`config.mk`:
```
export PLATFORM = sky130hd
export DESIGN_NAME = large_sub_serial
export DESIGN_NICKNAME = d
export VERILOG_FILES = /design/src/rtl/large_sub_serial_pkg.sv /design/src/rtl/limb_sub16.sv /design/src/rtl/large_sub_serial.sv
export SDC_FILE = /design/constraint.sdc
export NUM_CORES = 1
export LEC_CHECK = 0
export CORE_MARGIN = 2
export CORE_UTILIZATION = 43
export CTS_BUF_LIST = sky130_fd_sc_hd__clkbuf_16
export DETAILED_ROUTE_END_ITERATION = 10
export PLACE_DENSITY = 0.81
export SLEW_MARGIN = 0
export SYNTH_ARGS = -nofsm -noshare
export SYNTH_HDL_FRONTEND = slang
export SYNTH_HIERARCHICAL = 1
export SYNTH_SLANG_ARGS = --single-unit
```
`constraint.sdc`:
```
create_clock -name clk -period 2.27 [get_ports clk]
set_input_delay 0.454 -clock clk [delete_from_list [all_inputs] [get_ports clk]]
set_output_delay 0.454 -clock clk [all_outputs]
set_load 0.05 [all_outputs]
```
`src/rtl/large_sub_serial_pkg.sv`:
```
// Shared constants and FSM state type for the large-integer add/sub datapath.
package large_sub_serial_pkg;

  localparam int unsigned LIMB_W  = 16;
  localparam int unsigned N_LIMBS = 64;
  localparam int unsigned CNT_W   = 6;

  typedef enum logic [1:0] {
    IDLE,
    RUN,
    DRAIN
  } state_t;

endpackage

```
`src/rtl/limb_sub16.sv`:
```
// Combinational 16-bit limb subtractor d = a - b - bi, with a two-level
// (4x4) generate/propagate borrow lookahead matching the fast adder.
module limb_sub16
  import large_sub_serial_pkg::*;
(
  input  logic [LIMB_W-1:0] a,
  input  logic [LIMB_W-1:0] b,
  input  logic              bi,
  output logic [LIMB_W-1:0] d,
  output logic              bo
);

  logic [15:0] g;
  logic [15:0] p;
  logic [15:0] c;
  logic [3:0]  gg;
  logic [3:0]  gp;
  logic [4:0]  gc;
  logic        rc;

  // A bit generates a borrow when a=0,b=1 and passes one through when a==b.
  assign g = ~a & b;
  assign p = ~(a ^ b);

  always_comb begin
    gg = '0;
    gp = '0;
    gc = '0;
    c  = '0;
    rc = 1'b0;
    for (int unsigned grp = 0; grp < 4; grp++) begin
      gp[grp] = 1'b1;
      for (int unsigned k = 0; k < 4; k++) begin
        gg[grp] = g[4*grp+k] | (p[4*grp+k] & gg[grp]);
        gp[grp] = gp[grp] & p[4*grp+k];
      end
    end
    gc[0] = bi;
    for (int unsigned grp = 0; grp < 4; grp++) begin
      gc[grp+1] = gg[grp] | (gp[grp] & gc[grp]);
    end
    for (int unsigned grp = 0; grp < 4; grp++) begin
      rc = gc[grp];
      for (int unsigned k = 0; k < 4; k++) begin
        c[4*grp+k] = rc;
        rc = g[4*grp+k] | (p[4*grp+k] & rc);
      end
    end
  end

  assign d  = a ^ b ^ c;
  assign bo = gc[4];

endmodule

```
`src/rtl/large_sub_serial.sv`:
```
// Serial 1024-bit subtractor A - B - BIN, one 16-bit limb per cycle, LS limb first.
// Define LARGE_SUB_CMP_EN to add the eq_out compare output.
module large_sub_serial
  import large_sub_serial_pkg::*;
(
  input  logic              clk,
  input  logic              rst,
  input  logic              start,
  input  logic              bin,
  input  logic              in_valid,
  output logic              in_ready,
  input  logic [LIMB_W-1:0] a_limb,
  input  logic [LIMB_W-1:0] b_limb,
  output logic              out_valid,
  input  logic              out_ready,
  output logic [LIMB_W-1:0] diff_limb,
  output logic              out_last,
  output logic              done,
  output logic              borrow_out
`ifdef LARGE_SUB_CMP_EN
  ,
  output logic              eq_out
`endif
);

  localparam logic [CNT_W-1:0] LAST = CNT_W'(N_LIMBS - 1);

  state_t            state;
  logic [CNT_W-1:0]  idx;
  logic              borrow;
  logic [LIMB_W-1:0] d;
  logic              bo;
  logic              in_fire;
  logic              out_fire;
`ifdef LARGE_SUB_CMP_EN
  logic              zacc;
`endif

  limb_sub16 u_limb (
    .a  (a_limb),
    .b  (b_limb),
    .bi (borrow),
    .d  (d),
    .bo (bo)
  );

  // Combinational from out_ready so the single output register sustains one limb per cycle.
  assign in_ready = (state == RUN) && (!out_valid || out_ready);
  assign in_fire  = in_valid && in_ready;
  assign out_fire = out_valid && out_ready;

  always_ff @(posedge clk or posedge rst) begin
    if (rst) begin
      state      <= IDLE;
      idx        <= '0;
      borrow     <= 1'b0;
      out_valid  <= 1'b0;
      diff_limb  <= '0;
      out_last   <= 1'b0;
      done       <= 1'b0;
      borrow_out <= 1'b0;
`ifdef LARGE_SUB_CMP_EN
      zacc       <= 1'b0;
      eq_out     <= 1'b0;
`endif
    end else begin
      done <= 1'b0;
      case (state)
        IDLE: begin
          if (start) begin
            borrow     <= bin;
            idx        <= '0;
            borrow_out <= 1'b0;
`ifdef LARGE_SUB_CMP_EN
            zacc       <= 1'b1;
            eq_out     <= 1'b0;
`endif
            state      <= RUN;
          end
        end
        RUN: begin
          if (in_fire) begin
            diff_limb <= d;
            borrow    <= bo;
            out_valid <= 1'b1;
            out_last  <= (idx == LAST);
            idx       <= idx + 1'b1;
`ifdef LARGE_SUB_CMP_EN
            zacc      <= zacc & (d == '0);
`endif
            if (idx == LAST) begin
              state <= DRAIN;
            end
          end else if (out_fire) begin
            out_valid <= 1'b0;
          end
        end
        DRAIN: begin
          if (out_fire && out_last) begin
            out_valid  <= 1'b0;
            done       <= 1'b1;
            borrow_out <= borrow;
`ifdef LARGE_SUB_CMP_EN
            eq_out     <= zacc;
`endif
            state      <= IDLE;
          end
        end
        default: state <= IDLE;
      endcase
    end
  end

endmodule

```
==> metrics.md <==
| Metric | Value |
|---|---|
| Outcome | finished with violations |
| Failing checks | setup timing |
| Worst EP required | about 2400 ps |
| Max Root-Sink Buffers | 2 |
| N_diodes | 0 |
| Top Family by Delay on Critical Path | adder cells |
| Reg clk slew, reported paths | about 50 ps |
| Max Cap Viol | 0 |
| Hold_buf cts | 0 |
| Post-DP HPWL | 3.93 mm |
| Die width | 72.8 um |
| CP max stage delay | 530 ps |
| Nets | 393 |
| Ports | 59 |
| Drt pass-1 iters | 4 |
| Worst Path Buf+Inv | 3 |
| Share of layout cells above drive strength 1 | 0.339 |
| First DRT Iteration DRCs | around 110 |
| Cell area after synthesis | ~2000 um^2 |
| Peak Freq | 333 MHz |
| Static leakage | 1.66 nW |
| Worst Setup Path Type | in -> reg |
| Final Cell Area | 3360 um^2 |
| Flops & latches, synth | 29 |
| Arr. time, crit path | 3170 ps |
| Final WL | 5.58 mm |
| Cell Rows | 25 |
| Power per cell area | 777 nW/um^2 |
| Via density | 5.14 |
| Non-Filler Instances | roughly 380 |
| Critical Path Source Type | input pin |
| Yosys Warn Count | 6 |
| Initial core utilization | 0.440 |
| Dpl cells | 364 |
| Post-synth EDFFs | 0 |
| Synth area leader | dfrtp_1 |
| Final worst setup slack | -730 ps |
| Vias | 1960 |
| Minimum clock period | approximately 3000 ps |
| CP Max Fanout | 2 |
| Worst-Margin Slew | between 500 and 600 ps |
| Vias in the first global route | 1993 |
| RSZ-0062 raised after global routing | yes |
| Global Route Usage Sum | 0.217 |
| Synth Instances | 228 |
| WL per Instance | 14.6 um |
| Final setup skew | between 4 and 5 ps |
| Fin. Hold Viols | 0 |
| Root Driver | clkbuf_16 |
| GRT overflow | 0 |
| Asr flop ratio synth | 1.00 |
| CTS sink cnt | 29 |
| CTS tree | done |
| Final Cycle Share | 1.32 |
| Max Slew Vio Count | 0 |
| Maximum vdd drop | 0.393 mV |
| Largest net degree at the start of global routing | 30 |
| Routed Antenna Nets | 0 |
| Antenna violations before repair | 0 |
| Top FF cell, synth | dfrtp_1 |
| CP max stage cell | fa_2 |
| Port-buffer cells | slightly below 60 |
| Hold Crit Class | reg -> reg |
| Syn Nets | 295 |
| DP Area | 2990 um^2 |
| Setup-failing EPs final | 10 |
| Post-synthesis sequential area ratio | 0.356 |
| Post-synth top area share | 0.356 |
| First-pass GRT wire length | 8.82 mm |
| Clock latency on the worst-skew pair | about 280 ps |
| TritonCTS buffer count | 5 |
| Core area | 4630 um^2 |
| Most used cell, CP | fa_2 |
| Placer Congestion | 0.894 |
| Worst path cell trace | buf_8, inv_12, ha_4, a211o_1, a21oi_4, a211oi_2, or3_4, fa_2, fa_2, fa_2, inv_1, nand2_1, nand2_1 |
| Crit. End Element | flop |
| Post-Syn Area per Cell | 8.93 um^2 |
| Residual DRC count | 0 |
| P&R area growth vs syn | 65.2% |
| Chip height | about 73 um |
| Synth area leaders | dfrtp_1, fa_1, ha_1, nand2_1, inv_1 |
| Die area | 5300 um^2 |
| CTS H-tree depth | 2 |
| Netlist cell types | 38 |
| Rel. slew slack | 0.651 |
## registers in the layout, indices dropped and copies added, names as in the netlist
name	cells
borrow	1
borrow_out	1
state	2
out_valid	1
done	1
idx	6
out_last	1
diff_limb	16
## cell usage after synthesis, drive strengths merged (2+ instances only)
cell / n
xnor2: 4
and2: 2
dfrtp: 29
a21oi: 10
mux2: 2
nor2: 6
a31oi: 2
inv: 35
and3: 4
nor3: 4
o21ai: 15
a211o: 2
nor2b: 2
a21o: 3
ha: 17
buf: 5
nand2b: 2
fa: 12
nand2: 55
nand3: 5
## power breakdown
group | leakage, nW | internal (W) | total (W) | switching (W)
Clock | 0.0938 | 0.000626 | 0.000869 | 0.000243
Combinational | 1.20 | 0.000435 | 0.00102 | 0.000588
Sequential | 0.362 | 0.000634 | 0.000724 | 0.0000899
## tightest hold or removal path: cells and delay by family (launching register included)
family,cells,cell delay (ps)
and+or+nand+nor,2,100
DFF,1,340
## repair_timing
item / in CTS / in global routing
pin swaps: 28 / 16
resized for setup: 70 / 23
setup endpoints to repair: 13 / 12
buffers inserted: 7 / 2
## cells by family (layout without fill, tap and decap cells)
group,count (synthesis),in the layout,synth area share
xor+xnor,5,5,0.0215
simple gates,85,85,0.192
buf+inv,41,140,0.0848
compound gates,37,37,0.112
fa+ha+maj,29,29,0.222
flops,29,29,0.356
mux,2,2,0.0111
## cell usage in the layout (no fill, tap or decap), types with 3 or more instances in the layout
cell and count:
nand2_1 54, buf_4 35, clkdlybuf4s50_1 33, dfrtp_1 29, inv_1 18, dlygate4sd2_1 15
inv_2 15, o21ai_0 14, fa_2 9, ha_4 8, ha_1 7, nor2_1 6
a21oi_1 6, buf_6 6, nand3_1 5, clkbuf_16 5, nor3_1 4, a21o_1 3
clkbuf_2 3, xnor2_1 3, fa_1 3
## stage by stage
stage	hold slack [ps]	power, W	setup WS [ps]	utilization	TNS [ps]
2_1_floorplan	473	0.00129	-780	-	-3420
5_1_grt	511	0.00274	-807	0.727	-5240
6_report	476	0.00262	-730	0.727	-4380
3_5_place_dp	468	0.00168	-1560	0.645	-13610
3_3_place_gp	458	0.00164	-1520	0.645	-13000
4_1_cts	481	0.00258	-740	0.718	-4290
## area by class of cell
type	count	area [um^2]
clock inverters	3	65.1
flip-flops and latches	29	726
inverters	35	156
multi-input cells	158	1350
repair buffers	97	872
fillers	337	1260
well taps	54	67.6
clock buffers	5	125
## path summary, 6_finish.rpt
| kind | from | to | slack [ps] | cells after the start |
|---|---|---|---|---|
| worst max-delay path | a_limb[1] | diff_limb[14] | -730 | 13 |
| worst min-delay path | diff_limb[10] | diff_limb[10] | 480 | 2 |
| worst max register to register | borrow | diff_limb[14] | -340 | 9 |
| worst min register to register | diff_limb[10] | diff_limb[10] | 480 | 2 |
| max in group asynchronous | rst | diff_limb[8] | 1420 | 3 |
| min in group asynchronous | rst | diff_limb[5] | 570 | 3 |
## routing by layer
| layer | vias up | part of all wire | track usage |
|---|---|---|---|
| li1 | 934 | - | - |
| met1 | 950 | 0.39 | 0.241 |
| met2 | 66 | 0.56 | 0.411 |
| met3 | 10 | 0.043 | 0.0359 |
| met4 | 0 | 0.016 | 0.0761 |
| met5 | - | 0 | 0 |
(Power assumes the default switching activity.)
